<file path="src/rtl/conv_layer_ctrl_pkg.sv">
// conv_kernel_param: state codes and widths shared by the conv controller
// and the weight/line-buffer decoders.
package conv_kernel_param;
    localparam int STATE_W    = 3;
    localparam int DATA_WIDTH = 16;

    localparam logic [STATE_W-1:0] STATE_IDLE    = 3'd0;
    localparam logic [STATE_W-1:0] STATE_PRELOAD = 3'd1;
    localparam logic [STATE_W-1:0] STATE_LOAD    = 3'd2;
    localparam logic [STATE_W-1:0] STATE_SHIFT   = 3'd3;
    localparam logic [STATE_W-1:0] STATE_BIAS    = 3'd4;
    localparam logic [STATE_W-1:0] STATE_DRAIN   = 3'd5;

    typedef enum logic [STATE_W-1:0] {
        S_IDLE    = STATE_IDLE,
        S_PRELOAD = STATE_PRELOAD,
        S_LOAD    = STATE_LOAD,
        S_SHIFT   = STATE_SHIFT,
        S_BIAS    = STATE_BIAS,
        S_DRAIN   = STATE_DRAIN
    } state_t;

    // Counter width that stays 1 bit when the range collapses to a single value.
    function automatic int cnt_w(input int n);
        return (n > 1) ? $clog2(n) : 1;
    endfunction
endpackage

</file>
<file path="src/rtl/conv_win_counter.sv">
// conv_win_counter: nested x/y window position counter with enable, clear,
// wrap and a last-window flag.
module conv_win_counter
    import conv_kernel_param::*;
#(
    parameter int W = 4,
    parameter int H = 4,
    localparam int XW = cnt_w(W),
    localparam int YW = cnt_w(H)
) (
    input  logic          clk,
    input  logic          rst_n,
    input  logic          i_clr,
    input  logic          i_en,
    output logic [XW-1:0] o_x,
    output logic [YW-1:0] o_y,
    output logic          o_last
);
    logic [XW-1:0] x_q, x_d;
    logic [YW-1:0] y_q, y_d;
    logic          x_wrap, y_wrap;

    always_comb begin
        x_wrap = x_q == XW'(W - 1);
        y_wrap = y_q == YW'(H - 1);
        x_d    = i_clr ? '0 : !i_en ? x_q : x_wrap ? '0 : x_q + 1'b1;
        y_d    = i_clr ? '0 : !(i_en && x_wrap) ? y_q : y_wrap ? '0 : y_q + 1'b1;
    end

    always_ff @(posedge clk or negedge rst_n) begin
        if (!rst_n) begin
            x_q <= '0;
            y_q <= '0;
        end else begin
            x_q <= x_d;
            y_q <= y_d;
        end
    end

    assign o_x    = x_q;
    assign o_y    = y_q;
    assign o_last = x_wrap && y_wrap;
endmodule

</file>
<file path="src/rtl/conv_layer_ctrl.sv">
// conv_layer_ctrl: sequences one convolution layer (preload, per-window
// load/shift/bias, drain) and drives the datapath state bus.
module conv_layer_ctrl
    import conv_kernel_param::*;
#(
    parameter int KERNEL_SIZE    = 3,
    parameter int OUT_W          = 4,
    parameter int OUT_H          = 4,
    parameter int PRELOAD_CYCLES = 8
) (
    input  logic                     clk,
    input  logic                     rst_n,
    input  logic                     i_start,
    input  logic                     i_abort,
    input  logic                     i_win_ready,
    output logic [STATE_W-1:0]       current_state,
    output logic [cnt_w(OUT_W)-1:0]  o_win_x,
    output logic [cnt_w(OUT_H)-1:0]  o_win_y,
    output logic                     o_acc_clear,
    output logic                     o_result_valid,
    output logic                     o_busy,
    output logic                     o_done
);
    localparam int SHIFT_CYCLES = KERNEL_SIZE * KERNEL_SIZE;
    localparam int DRAIN_CYCLES = 2;
    localparam int MAX_A        = (PRELOAD_CYCLES > SHIFT_CYCLES) ? PRELOAD_CYCLES : SHIFT_CYCLES;
    localparam int CNT_MAX      = (MAX_A > DRAIN_CYCLES) ? MAX_A : DRAIN_CYCLES;
    localparam int CW           = cnt_w(CNT_MAX);

    state_t        state_q, state_d;
    logic [CW-1:0] cnt_q, cnt_d;
    logic [1:0]    vld_q, vld_d;
    logic          done_q, done_d;
    logic          win_clr, win_en, win_last;

    // The cycle counter doubles as the weight ROM address; it sits at 0 in LOAD.
    always_comb begin
        state_d = state_q;
        cnt_d   = '0;
        case (state_q)
            S_IDLE:    state_d = i_start ? S_PRELOAD : S_IDLE;
            S_PRELOAD: if (cnt_q == CW'(PRELOAD_CYCLES - 1)) state_d = S_LOAD;
                       else cnt_d = cnt_q + 1'b1;
            S_LOAD:    state_d = i_win_ready ? S_SHIFT : S_LOAD;
            S_SHIFT:   if (cnt_q == CW'(SHIFT_CYCLES - 1)) state_d = S_BIAS;
                       else cnt_d = cnt_q + 1'b1;
            S_BIAS:    state_d = win_last ? S_DRAIN : S_LOAD;
            S_DRAIN:   if (cnt_q == CW'(DRAIN_CYCLES - 1)) state_d = S_IDLE;
                       else cnt_d = cnt_q + 1'b1;
            default:   state_d = S_IDLE;
        endcase
        if (i_abort) begin
            state_d = S_IDLE;
            cnt_d   = '0;
        end
        win_clr = i_abort || (state_q == S_IDLE && i_start);
        win_en  = !i_abort && state_q == S_BIAS && !win_last;
        vld_d   = i_abort ? 2'b00 : {vld_q[0], state_q == S_BIAS};
        done_d  = !i_abort && state_q == S_DRAIN && cnt_q == '0;
    end

    always_ff @(posedge clk or negedge rst_n) begin
        if (!rst_n) begin
            state_q <= S_IDLE;
            cnt_q   <= '0;
            vld_q   <= '0;
            done_q  <= 1'b0;
        end else begin
            state_q <= state_d;
            cnt_q   <= cnt_d;
            vld_q   <= vld_d;
            done_q  <= done_d;
        end
    end

    conv_win_counter #(
        .W (OUT_W),
        .H (OUT_H)
    ) u_win (
        .clk    (clk),
        .rst_n  (rst_n),
        .i_clr  (win_clr),
        .i_en   (win_en),
        .o_x    (o_win_x),
        .o_y    (o_win_y),
        .o_last (win_last)
    );

    assign current_state  = state_q;
    assign o_acc_clear    = state_q == S_LOAD;
    assign o_busy         = state_q != S_IDLE;
    assign o_result_valid = vld_q[1];
    assign o_done         = done_q;
endmodule

</file>
<file path="config.mk">
export PLATFORM = sky130hd
export DESIGN_NAME = conv_layer_ctrl
export DESIGN_NICKNAME = d
export VERILOG_FILES = /design/src/rtl/conv_layer_ctrl_pkg.sv /design/src/rtl/conv_win_counter.sv /design/src/rtl/conv_layer_ctrl.sv
export SDC_FILE = /design/constraint.sdc
export NUM_CORES = 1
export LEC_CHECK = 0
export CAP_MARGIN = 20
export CORE_MARGIN = 2
export CORE_UTILIZATION = 49
export CTS_CLUSTER_SIZE = 20
export DETAILED_ROUTE_END_ITERATION = 8
export MAX_ROUTING_LAYER = met4
export PLACE_DENSITY = 0.73
export REMOVE_ABC_BUFFERS = 1
export SYNTH_ARGS = -nofsm -noshare
export SYNTH_HDL_FRONTEND = slang
export SYNTH_SLANG_ARGS = --single-unit
</file>
<file path="constraint.sdc">
create_clock -name clk -period 1.7 [get_ports clk]
set_clock_uncertainty 0.05 [all_clocks]
set_input_delay 0.17 -clock clk [delete_from_list [all_inputs] [get_ports clk]]
set_output_delay 0.17 -clock clk [all_outputs]
set_load 0.005 [all_outputs]
</file>
---- Word level (Yosys, flattened, before mapping) ----
Index checks and enable logic that the tools add are counted.
storage, ports and cells
  register bits after elaboration ......... 14
  logic and storage cells ................. 58
cells by class
  add/subtract/negate cells ............... 3
  equal/unequal tests ..................... 13
  mux-type cells .......................... 20
  reductions and logical operators ........ 16
operators with widths
  operator                                                               number
  3-bit case mux with 6 select lines                                     1
  4-bit two-way mux                                                      4
  3-bit two-way mux                                                      5
  2-bit two-way mux                                                      7
  4-bit case mux with 3 select lines                                     1
  3-bit inequality test, second input constant                           3
  1-bit logical AND                                                      7
  3-bit by 2-bit equality test with 1-bit output, second input constant  2
  3-bit equality test, second input constant                             2
  2-bit by 1-bit adder with 2-bit output, second input constant          2
  4-bit by 1-bit adder with 4-bit output, second input constant          1
  2-bit equality test, second input constant                             2
  4-bit by 1-bit equality test with 1-bit output, second input constant  1
  4-bit by 3-bit equality test with 1-bit output, second input constant  1
  4-bit equality test, second input constant                             1
  4-bit logical NOT                                                      1
  2-bit nonzero test                                                     2
  3-bit by 1-bit equality test with 1-bit output, second input constant  1
  3-bit logical NOT                                                      1
  3-bit AND reduction                                                    1
  3-bit nonzero test                                                     1
  1-bit logical NOT                                                      2
  1-bit two-way mux                                                      2
  1-bit logical OR                                                       1

---- Depth between registers and ports, before layout ----
Gate-level depths: netlist of run 1.
  depth in word-level cells ............... 7
  mapped depth ............................ 6
  mapped depth without buffers ............ 6

---- Cells and area by module ----
Synthesis of run 1 repeated with hierarchy kept, for this count alone.
unflattened totals
  cells, all modules ...................... 77
  area total of the unflattened synthesis .. 827.0 um^2
by module, submodules not included
  module            times used  cells an instance  area each (um^2)  seq. area each (um^2)
  conv_layer_ctrl   1           59                 611.8             250.2
  conv_win_counter  1           18                 215.2             100.1

---- Worst setup path before layout of run 1 ----
Ideal clock, no wire load.
  path kind ............................... flip-flop to flip-flop
  from .................................... register cnt_q[1]
  to ...................................... register state_q[0], in the netlist current_state[0]
  data arrival time ....................... 1276 ps
  required time ........................... 1508 ps
  path slack .............................. 232 ps
  cell stages (with the launch flop) ...... 7
  period minus slack after synthesis ...... 1468 ps
  cell sequence ........................... dfrtp_1 -> inv_1 -> ha_1 -> inv_1 -> o311ai_1 -> and3_1 -> a21oi_1
between the ends
  word-level cells in the longest chain between the ends .. 3
  elaborated cells on any way between the ends .. 7
RTL lines
  item                                                                    line                   source
  start, declared                                                         conv_layer_ctrl.sv:31  logic [CW-1:0] cnt_q, cnt_d;
  start signal, assigned                                                  conv_layer_ctrl.sv:70  cnt_q <= cnt_d;
  4-bit by 1-bit equality test with 1-bit output (tied with other cells)  conv_layer_ctrl.sv:48  S_DRAIN: if (cnt_q == CW'(DRAIN_CYCLES - 1)) state_d = S_IDLE;
  3-bit inequality test (no source line)                                  --
  3-bit AND reduction (no source line) *                                  --
  end signal, assigned                                                    conv_layer_ctrl.sv:69  state_q <= state_d;
  end, declared                                                           conv_layer_ctrl.sv:30  state_t state_q, state_d;
Every way passes the cells marked *; elsewhere a longest branch is shown, timed or not.
A chain may end at the register's enable or synchronous reset.

---- Final worst setup path of run 1 ----
  from .................................... register state_q[1], in the netlist current_state[1]
  to ...................................... output o_busy
between the ends
  word-level cells in the longest chain between the ends .. 1
RTL lines
  item                line                   source
  3-bit nonzero test  conv_layer_ctrl.sv:91  assign o_busy = state_q != S_IDLE;
  end, declared       conv_layer_ctrl.sv:21  output logic o_busy,
No other way between the ends.

==> flow_summary.html, run 1 <==
<table>
<tr><th>Metric</th><th>Value</th></tr>
<tr><th colspan="2">CTS</th></tr>
<tr><td>Total clock buffers created by CTS</td><td>3</td></tr>
<tr><td>CTS tree</td><td>built</td></tr>
<tr><td>Number of hold buffers added after cts</td><td>0</td></tr>
<tr><td>Clock root buffer</td><td>clkbuf_4</td></tr>
<tr><td>Clock latency at the later pin of the worst-skew pair</td><td>a little under 0.3 ns</td></tr>
<tr><td>Clk sinks</td><td>14</td></tr>
<tr><td>Clock-pin slew on the worst setup and hold paths</td><td>roughly 0.08 ns</td></tr>
<tr><td>Depth of the CTS H-tree</td><td>1</td></tr>
<tr><td>CTS Buffer Depth</td><td>2</td></tr>
<tr><th colspan="2">Critical path</th></tr>
<tr><td>RR Startpoint</td><td>current_state[1]$_DFFE_PN0P_</td></tr>
<tr><td>Worst flop-to-flop path endpoint</td><td>current_state[2]$_DFFE_PN0P_</td></tr>
<tr><td>Launching element type of the critical path</td><td>register</td></tr>
<tr><td>Data required time at the worst endpoint</td><td>1.48 ns</td></tr>
<tr><td>Critical setup path kind</td><td>reg2out</td></tr>
<tr><td>Biggest fanout along the worst timing path</td><td>6</td></tr>
<tr><td>Critical Path End Type</td><td>output pin</td></tr>
<tr><td>Worst setup slack for register-to-register paths</td><td>0.15 ns</td></tr>
<tr><td>Crit. Startpoint</td><td>current_state[1]$_DFFE_PN0P_</td></tr>
<tr><td>Worst Path Arrival</td><td>~1.4 ns</td></tr>
<tr><td>Cells on worst reg2reg path</td><td>5</td></tr>
<tr><th colspan="2">Timing</th></tr>
<tr><td>Max-slew violation total from the final report</td><td>0</td></tr>
<tr><td>Slew of the pin with the lowest slew margin</td><td>approximately 0.33 ns</td></tr>
<tr><td>Hold Violations, Final</td><td>0</td></tr>
<tr><td>Minimum clock period</td><td>1.62 ns</td></tr>
<tr><td>Setup Total Neg Slack</td><td>0 ns</td></tr>
<tr><td>Normalized max-slew margin</td><td>77.8%</td></tr>
<tr><td>Part of the cycle the worst path needs</td><td>95.5%</td></tr>
<tr><td>Highest achievable clock rate</td><td>0.616 GHz</td></tr>
<tr><td>Setup-violating endpoint count in the final report</td><td>0</td></tr>
<tr><td>Setup repair after global routing missed its margin</td><td>no</td></tr>
<tr><td>Least setup slack across all paths after layout</td><td>0.0757 ns</td></tr>
<tr><th colspan="2">Synth</th></tr>
<tr><td>Mean Syn Cell Area</td><td>10.1 µm²</td></tr>
<tr><td>Sequential share of the synthesized area</td><td>42.7%</td></tr>
<tr><td>Most area-hungry cell type in the Yosys netlist</td><td>dfrtp_1</td></tr>
<tr><td>Number of instances in the synthesized netlist</td><td>81</td></tr>
<tr><td>Number of distinct standard cells referenced by the synthesized netlist</td><td>32</td></tr>
<tr><td>Register bit count reported by yosys</td><td>14</td></tr>
<tr><td>Portion of synthesized cell area occupied by the leading cell type</td><td>a little over two fifths</td></tr>
<tr><td>Top cells by area in the synthesized netlist</td><td>dfrtp_1 (43%), ha_1 (7.6%), nor3b_2 (4.6%), a21oi_1 (3.7%), inv_1 (3.2%)</td></tr>
<tr><td>Summed instance area of the synthesized netlist</td><td>about 820 µm²</td></tr>
<tr><td>Yosys Warn Count</td><td>0</td></tr>
<tr><th colspan="2">Cells and area</th></tr>
<tr><td>Antenna Diode Count</td><td>0</td></tr>
<tr><td>Most common library cell in the layout ignoring fill and taps</td><td>clkdlybuf4s50_1</td></tr>
<tr><td>Area growth syn-to-layout</td><td>28.9%</td></tr>
<tr><td>Layout cells sized above 1</td><td>23.3%</td></tr>
<tr><td>Count of nets after finishing</td><td>115</td></tr>
<tr><td>Final cell utilization of the core</td><td>68.5%</td></tr>
<tr><td>Commonest cells after routing, fill and taps aside</td><td>clkdlybuf4s50_1 (14), dfrtp_1 (11), buf_4 (8)</td></tr>
<tr><th colspan="2">Min path</th></tr>
<tr><td>Worst hold path class</td><td>in2async</td></tr>
<tr><th colspan="2">Detailed routing</th></tr>
<tr><td>Total wirelength of the detailed-routed design</td><td>between 1.5 and 2 mm</td></tr>
<tr><td>Antenna Nets Post-Route</td><td>0</td></tr>
<tr><td>Number of DRC markers after the initial detailed-route iteration</td><td>20</td></tr>
<tr><td>Via count</td><td>676</td></tr>
<tr><td>Wire length per cell</td><td>14.9 µm</td></tr>
<tr><td>Routed via count divided by cell count</td><td>5.68</td></tr>
<tr><td>Number of remaining DRC errors</td><td>0</td></tr>
<tr><td>Detailed-routing iteration count for the pre-antenna-repair pass</td><td>4</td></tr>
<tr><th colspan="2">Place</th></tr>
<tr><td>Detailed-placement wirelength estimate</td><td>1.18 mm</td></tr>
<tr><td>Input/output buffers</td><td>15</td></tr>
<tr><td>Weighted congestion at the end of routability-driven global placement</td><td>0.797</td></tr>
<tr><td>Place WS</td><td>between 0.09 and 0.1 ns</td></tr>
<tr><th colspan="2">Run</th></tr>
<tr><td>Max capacitance violation total</td><td>0</td></tr>
<tr><th colspan="2">Power</th></tr>
<tr><td>Power Dens Cells</td><td>906 nW/µm²</td></tr>
<tr><td>Static power due to leakage</td><td>0.000474 µW</td></tr>
<tr><td>Overall power consumption</td><td>957 µW</td></tr>
<tr><td>Highest ir drop seen on vdd</td><td>~0.48 mV</td></tr>
<tr><th colspan="2">Floorplan</th></tr>
<tr><td># rows</td><td>14</td></tr>
<tr><td>Initial cell density of the core</td><td>53.2%</td></tr>
<tr><td>Number of top-level pins</td><td>16</td></tr>
<tr><td>Chip height</td><td>44.9 µm</td></tr>
<tr><td>Overall die area</td><td>2020 µm²</td></tr>
<tr><td>Floorplan core area</td><td>1540 µm²</td></tr>
<tr><td>Die Width</td><td>44.9 µm</td></tr>
<tr><th colspan="2">Global routing</th></tr>
<tr><td>Overflow left after global routing</td><td>0</td></tr>
<tr><td>Largest net degree at the start of global routing</td><td>15</td></tr>
<tr><td>Initial antenna violation count</td><td>0</td></tr>
<tr><td>Global-route usage over all layers</td><td>19.2%</td></tr>
<tr><td>Via count of the first global-routing pass</td><td>603</td></tr>
<tr><td>First-pass GRT wire length</td><td>2.64 mm</td></tr>
<tr><th colspan="2">Outcome</th></tr>
<tr><td>Result of the run</td><td>complete, no violations</td></tr>
</table>
-- final cells by class --
class,instances,area (µm²)
Clock buffer,3,22.5
Sequential cell,14,354
Timing Repair Buffer,23,213
Multi-Input combinational cell,56,420
Fill cell,130,485
Inverter,7,26.3
Tap cell,16,20.0
-- cells by family (layout without fill, tap and decap cells) --
group	count (synthesis)	count (layout)	share of synthesized area, %
compound gates	16	16	13.9
xor+xnor	3	3	3.21
fa+ha+maj	5	5	7.63
buf+inv	11	33	7.33
flops	14	14	42.7
mux	1	1	1.22
simple gates	31	31	24.0
-- flip-flops by register name, indices dropped and copies added (netlist names) --
| register | flops |
|---|---|
| cnt_q | 4 |
| current_state | 3 |
| u_win.o_x | 2 |
| u_win.o_y | 2 |
| vld_q | 2 |
| o_done | 1 |
-- cell usage after synthesis --
cell       count
buf_6          2
or3_1          1
a21boi_0       1
a2111oi_2      1
nor2_1         5
clkbuf_1       1
nor2b_1        2
o21ai_1        2
or3b_1         1
a41oi_1        1
a21oi_1        6
inv_1          7
nand2_1        5
nand3_1        3
dfrtp_1       14
nand2b_1       1
and3_1         2
nor3_2         2
xnor2_1        1
xor2_1         2
buf_4          1
nor4_1         2
a31o_1         1
nand3b_1       2
mux2i_1        1
nor3_1         1
and2b_1        1
o311ai_1       1
a311oi_1       2
a21o_1         1
ha_1           5
nor3b_2        3
-- power by group --
group | internal (µW) | switching, µW
Clock | 82.4 | 110
Combinational | 188 | 175
Sequential | 360 | 41.0
Total | 630 | 326
-- layer usage --
metal | GRT usage [%] | share of wire, %
met4 | 14.1 | 2.4
met5 | - | 0
met1 | 24.0 | 44
met2 | 28.4 | 48
met3 | 2.40 | 5.7
-- how the worst max path moves through the flow --
| stage | depth (start not counted) | slack (ns) | to |
|---|---|---|---|
| floorplan | 6 | 0.24 | current_state[0]$_DFFE_PN0P_ |
| global placement | 6 | 0.13 | current_state[0]$_DFFE_PN0P_ |
| detailed placement | 6 | 0.09 | current_state[0]$_DFFE_PN0P_ |
| CTS | 3 | 0.005 | o_acc_clear |
| global route | 3 | 0.02 | o_busy |
| finish | 3 | 0.08 | o_busy |
-- critical path, cell delays in order, from the launching register on --
cell,delay (ns)
dfrtp_2,0.45
nor2_2,0.16
nand2_1,0.07
clkdlybuf4s50_1,0.44
-- per-stage QoR --
step           area, µm²  std cells  hold WS, ns
2_1_floorplan        786         77       -0.176
3_3_place_gp         971        110        0.400
3_5_place_dp         971        110        0.409
4_1_cts             1020        116        0.152
5_1_grt             1060        119        0.165
6_report            1060        119        0.141
-- timing repair --
item | CTS | global route
gates resized for setup | 4 | 4
setup buffers | 3 | 3
setup endpoints to repair | 2 | 5
Note: power is estimated with default switching activity, not from simulation.
==> run 2: changes to the inputs <==
--- a/config.mk
+++ b/config.mk
@@ -7,11 +7,11 @@
 export LEC_CHECK = 0
 export CAP_MARGIN = 20
 export CORE_MARGIN = 2
-export CORE_UTILIZATION = 49
+export CORE_UTILIZATION = 53
 export CTS_CLUSTER_SIZE = 20
 export DETAILED_ROUTE_END_ITERATION = 8
 export MAX_ROUTING_LAYER = met4
-export PLACE_DENSITY = 0.73
+export PLACE_DENSITY = 0.86
 export REMOVE_ABC_BUFFERS = 1
 export SYNTH_ARGS = -nofsm -noshare
 export SYNTH_HDL_FRONTEND = slang
==> constraint.sdc (replaced) <==
create_clock -name clk -period 2 [get_ports clk]
set_clock_uncertainty 0.05 [all_clocks]
set_input_delay 0.2 -clock clk [delete_from_list [all_inputs] [get_ports clk]]
set_output_delay 0.2 -clock clk [all_outputs]
set_load 0.005 [all_outputs]
==> run 2 against run 1 <==
Against the previous run: core utilization is 1.1 points lower; critical path depth stayed put; clock power is 6% higher; non-clock buffer count is 8 lower; total power is 16% lower; hold slack better by 0.11 ns; register-to-register slack better by 0.21 ns; first-iteration DRC count is 10% lower; global-route usage is 1.9 points higher; largest cell class unchanged.
==> flow_summary.html, run 2 (same netlist as run 1, synthesis figures left out) <==
<table>
<tr><th>Metric</th><th>Value</th></tr>
<tr><th colspan="2">Place</th></tr>
<tr><td>Weighted congestion at the end of routability-driven global placement</td><td>0.823 (+3.2%)</td></tr>
<tr><td>Input/output buffers</td><td>15 (unchanged)</td></tr>
<tr><td>Detailed-placement wirelength estimate</td><td>1.21 mm (+2.7%)</td></tr>
<tr><td>Instance area at placement</td><td>956 µm² (-1.5%)</td></tr>
<tr><th colspan="2">Critical path</th></tr>
<tr><td>Launching element type of the critical path</td><td>register</td></tr>
<tr><td>Worst Path Arrival</td><td>1.66 ns (+0.26 ns)</td></tr>
<tr><td>Critical setup path kind</td><td>reg2out</td></tr>
<tr><td>Biggest fanout along the worst timing path</td><td>12 (+6)</td></tr>
<tr><td>Critical Path End Type</td><td>output pin</td></tr>
<tr><td>Data required time at the worst endpoint</td><td>1.75 ns (+0.27 ns)</td></tr>
<tr><th colspan="2">CTS</th></tr>
<tr><td>Clk sinks</td><td>14 (unchanged)</td></tr>
<tr><td>Total clock buffers created by CTS</td><td>3 (unchanged)</td></tr>
<tr><td>Clock root buffer</td><td>clkbuf_4</td></tr>
<tr><td>Buffers inserted by post-CTS timing repair</td><td>0 (-3)</td></tr>
<tr><td>Clock-pin slew on the worst setup and hold paths</td><td>0.08 ns (about the same)</td></tr>
<tr><td>CTS tree</td><td>built</td></tr>
<tr><td>Number of hold buffers added after cts</td><td>0 (unchanged)</td></tr>
<tr><td>Clock latency at the later pin of the worst-skew pair</td><td>0.29 ns (about the same)</td></tr>
<tr><td>Resize count post-CTS</td><td>0 (-4)</td></tr>
<tr><td>CTS Buffer Depth</td><td>2 (unchanged)</td></tr>
<tr><td>Depth of the CTS H-tree</td><td>1 (unchanged)</td></tr>
<tr><th colspan="2">Power</th></tr>
<tr><td>Switching Power</td><td>265 µW (-19%)</td></tr>
<tr><td>Power Dens Cells</td><td>814 nW/µm² (-10%)</td></tr>
<tr><td>Static power due to leakage</td><td>0.000427 µW (-9.9%)</td></tr>
<tr><td>Power share of the combinational group</td><td>30.6% (-7.3 points)</td></tr>
<tr><td>Internal power of the cells</td><td>543 µW (-14%)</td></tr>
<tr><td>Sequential cell fraction of total power</td><td>44.1% (+2.1 points)</td></tr>
<tr><td>Switching fraction of total power</td><td>32.8% (-1.3 points)</td></tr>
<tr><td>Clk network pwr share</td><td>25.3% (+5.2 points)</td></tr>
<tr><td>Highest ir drop seen on vdd</td><td>0.434 mV (-8.8%)</td></tr>
<tr><th colspan="2">Global routing</th></tr>
<tr><td>Largest net degree at the start of global routing</td><td>15 (unchanged)</td></tr>
<tr><td>First-pass GRT wire length</td><td>2.78 mm (+5.2%)</td></tr>
<tr><td>Overflow left after global routing</td><td>0 (unchanged)</td></tr>
<tr><td>Via count of the first global-routing pass</td><td>657 (+9.0%)</td></tr>
<tr><td>Initial antenna violation count</td><td>0 (unchanged)</td></tr>
<tr><td>Global-route usage over all layers</td><td>21.1% (+1.9 points)</td></tr>
<tr><th colspan="2">Detailed routing</th></tr>
<tr><td>Total wirelength of the detailed-routed design</td><td>1.65 mm (-6.6%)</td></tr>
<tr><td>Detailed-routing iteration count for the pre-antenna-repair pass</td><td>4 (unchanged)</td></tr>
<tr><td>Number of remaining DRC errors</td><td>0 (unchanged)</td></tr>
<tr><td>Wire length per cell</td><td>14.8 µm (-0.78%)</td></tr>
<tr><td>Routed via count divided by cell count</td><td>5.96 (+5.0%)</td></tr>
<tr><td>Number of DRC markers after the initial detailed-route iteration</td><td>18 (-10%)</td></tr>
<tr><td>Antenna Nets Post-Route</td><td>0 (unchanged)</td></tr>
<tr><td>Via count</td><td>668 (-1.2%)</td></tr>
<tr><th colspan="2">Run</th></tr>
<tr><td>Max capacitance violation total</td><td>0 (unchanged)</td></tr>
<tr><th colspan="2">Cells and area</th></tr>
<tr><td>Layout cells sized above 1</td><td>10.4% (-13 points)</td></tr>
<tr><td>Area growth syn-to-layout</td><td>21.1%</td></tr>
<tr><td>Most common library cell in the layout ignoring fill and taps</td><td>clkdlybuf4s50_1</td></tr>
<tr><td>Biggest register</td><td>cnt_q</td></tr>
<tr><td>Summed area of non-filler cells in the final layout</td><td>992 µm² (-6.0%)</td></tr>
<tr><td>Fillcell total</td><td>122 (-6.2%)</td></tr>
<tr><td>Register cell area after layout</td><td>350 µm² (-1.1%)</td></tr>
<tr><td>Commonest cells after routing, fill and taps aside</td><td>clkdlybuf4s50_1 (15), dfrtp_1 (14), inv_1 (7)</td></tr>
<tr><td>Multi-input logic area</td><td>409 µm² (-2.7%)</td></tr>
<tr><td>Antenna Diode Count</td><td>0 (unchanged)</td></tr>
<tr><td>Count of nets after finishing</td><td>107 (-7.0%)</td></tr>
<tr><td>Number of flip-flops under the largest register name</td><td>4 (unchanged)</td></tr>
<tr><th colspan="2">Timing</th></tr>
<tr><td>Setup repair after global routing missed its margin</td><td>no</td></tr>
<tr><td>Setup Total Neg Slack</td><td>0 ns (unchanged)</td></tr>
<tr><td>Highest achievable clock rate</td><td>approximately 0.52 GHz</td></tr>
<tr><td>Setup-violating endpoint count in the final report</td><td>0 (unchanged)</td></tr>
<tr><td>Part of the cycle the worst path needs</td><td>95.4%</td></tr>
<tr><td>Normalized max-slew margin</td><td>57.6% (-20 points)</td></tr>
<tr><td>Max-slew violation total from the final report</td><td>0 (unchanged)</td></tr>
<tr><td>Hold Violations, Final</td><td>0 (unchanged)</td></tr>
<tr><td>Minimum clock period</td><td>1.91 ns</td></tr>
<tr><td>Slew of the pin with the lowest slew margin</td><td>0.634 ns (+0.302 ns)</td></tr>
<tr><th colspan="2">Floorplan</th></tr>
<tr><td># rows</td><td>14 (unchanged)</td></tr>
<tr><td>Chip height</td><td>43.3 µm (-3.5%)</td></tr>
<tr><td>Floorplan core area</td><td>1470 µm² (-4.5%)</td></tr>
<tr><td>Overall die area</td><td>1880 µm² (-6.9%)</td></tr>
<tr><td>Initial cell density of the core</td><td>55.7% (+2.5 points)</td></tr>
<tr><td>Die Width</td><td>43.3 µm (-3.5%)</td></tr>
<tr><td>Number of top-level pins</td><td>16 (unchanged)</td></tr>
<tr><th colspan="2">Outcome</th></tr>
<tr><td>Result of the run</td><td>complete, no violations</td></tr>
<tr><th colspan="2">Min path</th></tr>
<tr><td>Worst hold path class</td><td>in2async</td></tr>
</table>
==> run 2: cell type report <==
| type | instances | share of cell area [%] |
|---|---|---|
| Clock buffer | 4 | 3.66 |
| Sequential cell | 14 | 35.3 |
| Inverter | 7 | 2.65 |
| Tap cell | 16 | 2.02 |
| Multi-Input combinational cell | 56 | 41.2 |
| Timing Repair Buffer | 15 | 15.1 |
==> run 2: final timing paths <==
check                           slack, ns  cells past startpoint                           end                          from
worst max-delay path                 0.09                      3                   o_acc_clear  current_state[2]$_DFFE_PN0P_
worst min-delay path                 0.25                      1  current_state[1]$_DFFE_PN0P_                         rst_n
worst max register to register       0.36                      6  current_state[0]$_DFFE_PN0P_            cnt_q[1]$_DFF_PN0_
worst min register to register       0.44                      1            vld_q[1]$_DFF_PN0_            vld_q[0]$_DFF_PN0_
max in group asynchronous            1.24                      1      u_win.o_x[1]$_DFFE_PN0P_                         rst_n
min in group clk                     0.44                      1            vld_q[1]$_DFF_PN0_            vld_q[0]$_DFF_PN0_
==> run 2: power groups by stage <==
stage / clock network, µW / logic (µW) / registers, µW
detailed placement: 0 / 245 / 360
finish: 204 / 247 / 356
global route: 217 / 270 / 362
floorplan: 0 / 140 / 351
global placement: 0 / 239 / 358
CTS: 210 / 247 / 355
==> run 2: metal layers <==
metal,vias up,GRT usage [%],wire [µm]
met2,23,30.7,791
met4,0,13.9,45
li1,314,-,-
met3,5,2.55,83
met5,-,-,0
met1,326,27.2,730
==> run 2: through the flow <==
stage	instances	total power [µW]	hold slack [ns]	setup slack [ns]	util (%)
floorplan	77	491	-0.146	0.545	-
global placement	108	597	0.400	0.423	65.0
detailed placement	108	605	0.420	0.368	65.0
CTS	112	812	0.268	0.103	67.4
global route	112	849	0.311	0.0407	67.4
finish	112	807	0.252	0.0916	67.4
==> run 2: worst max-delay path: stages (launching register included) <==
cell and delay, ns:
dfrtp_1 0.52, nand2b_1 0.22, nor2_1 0.11, clkdlybuf4s50_1 0.52
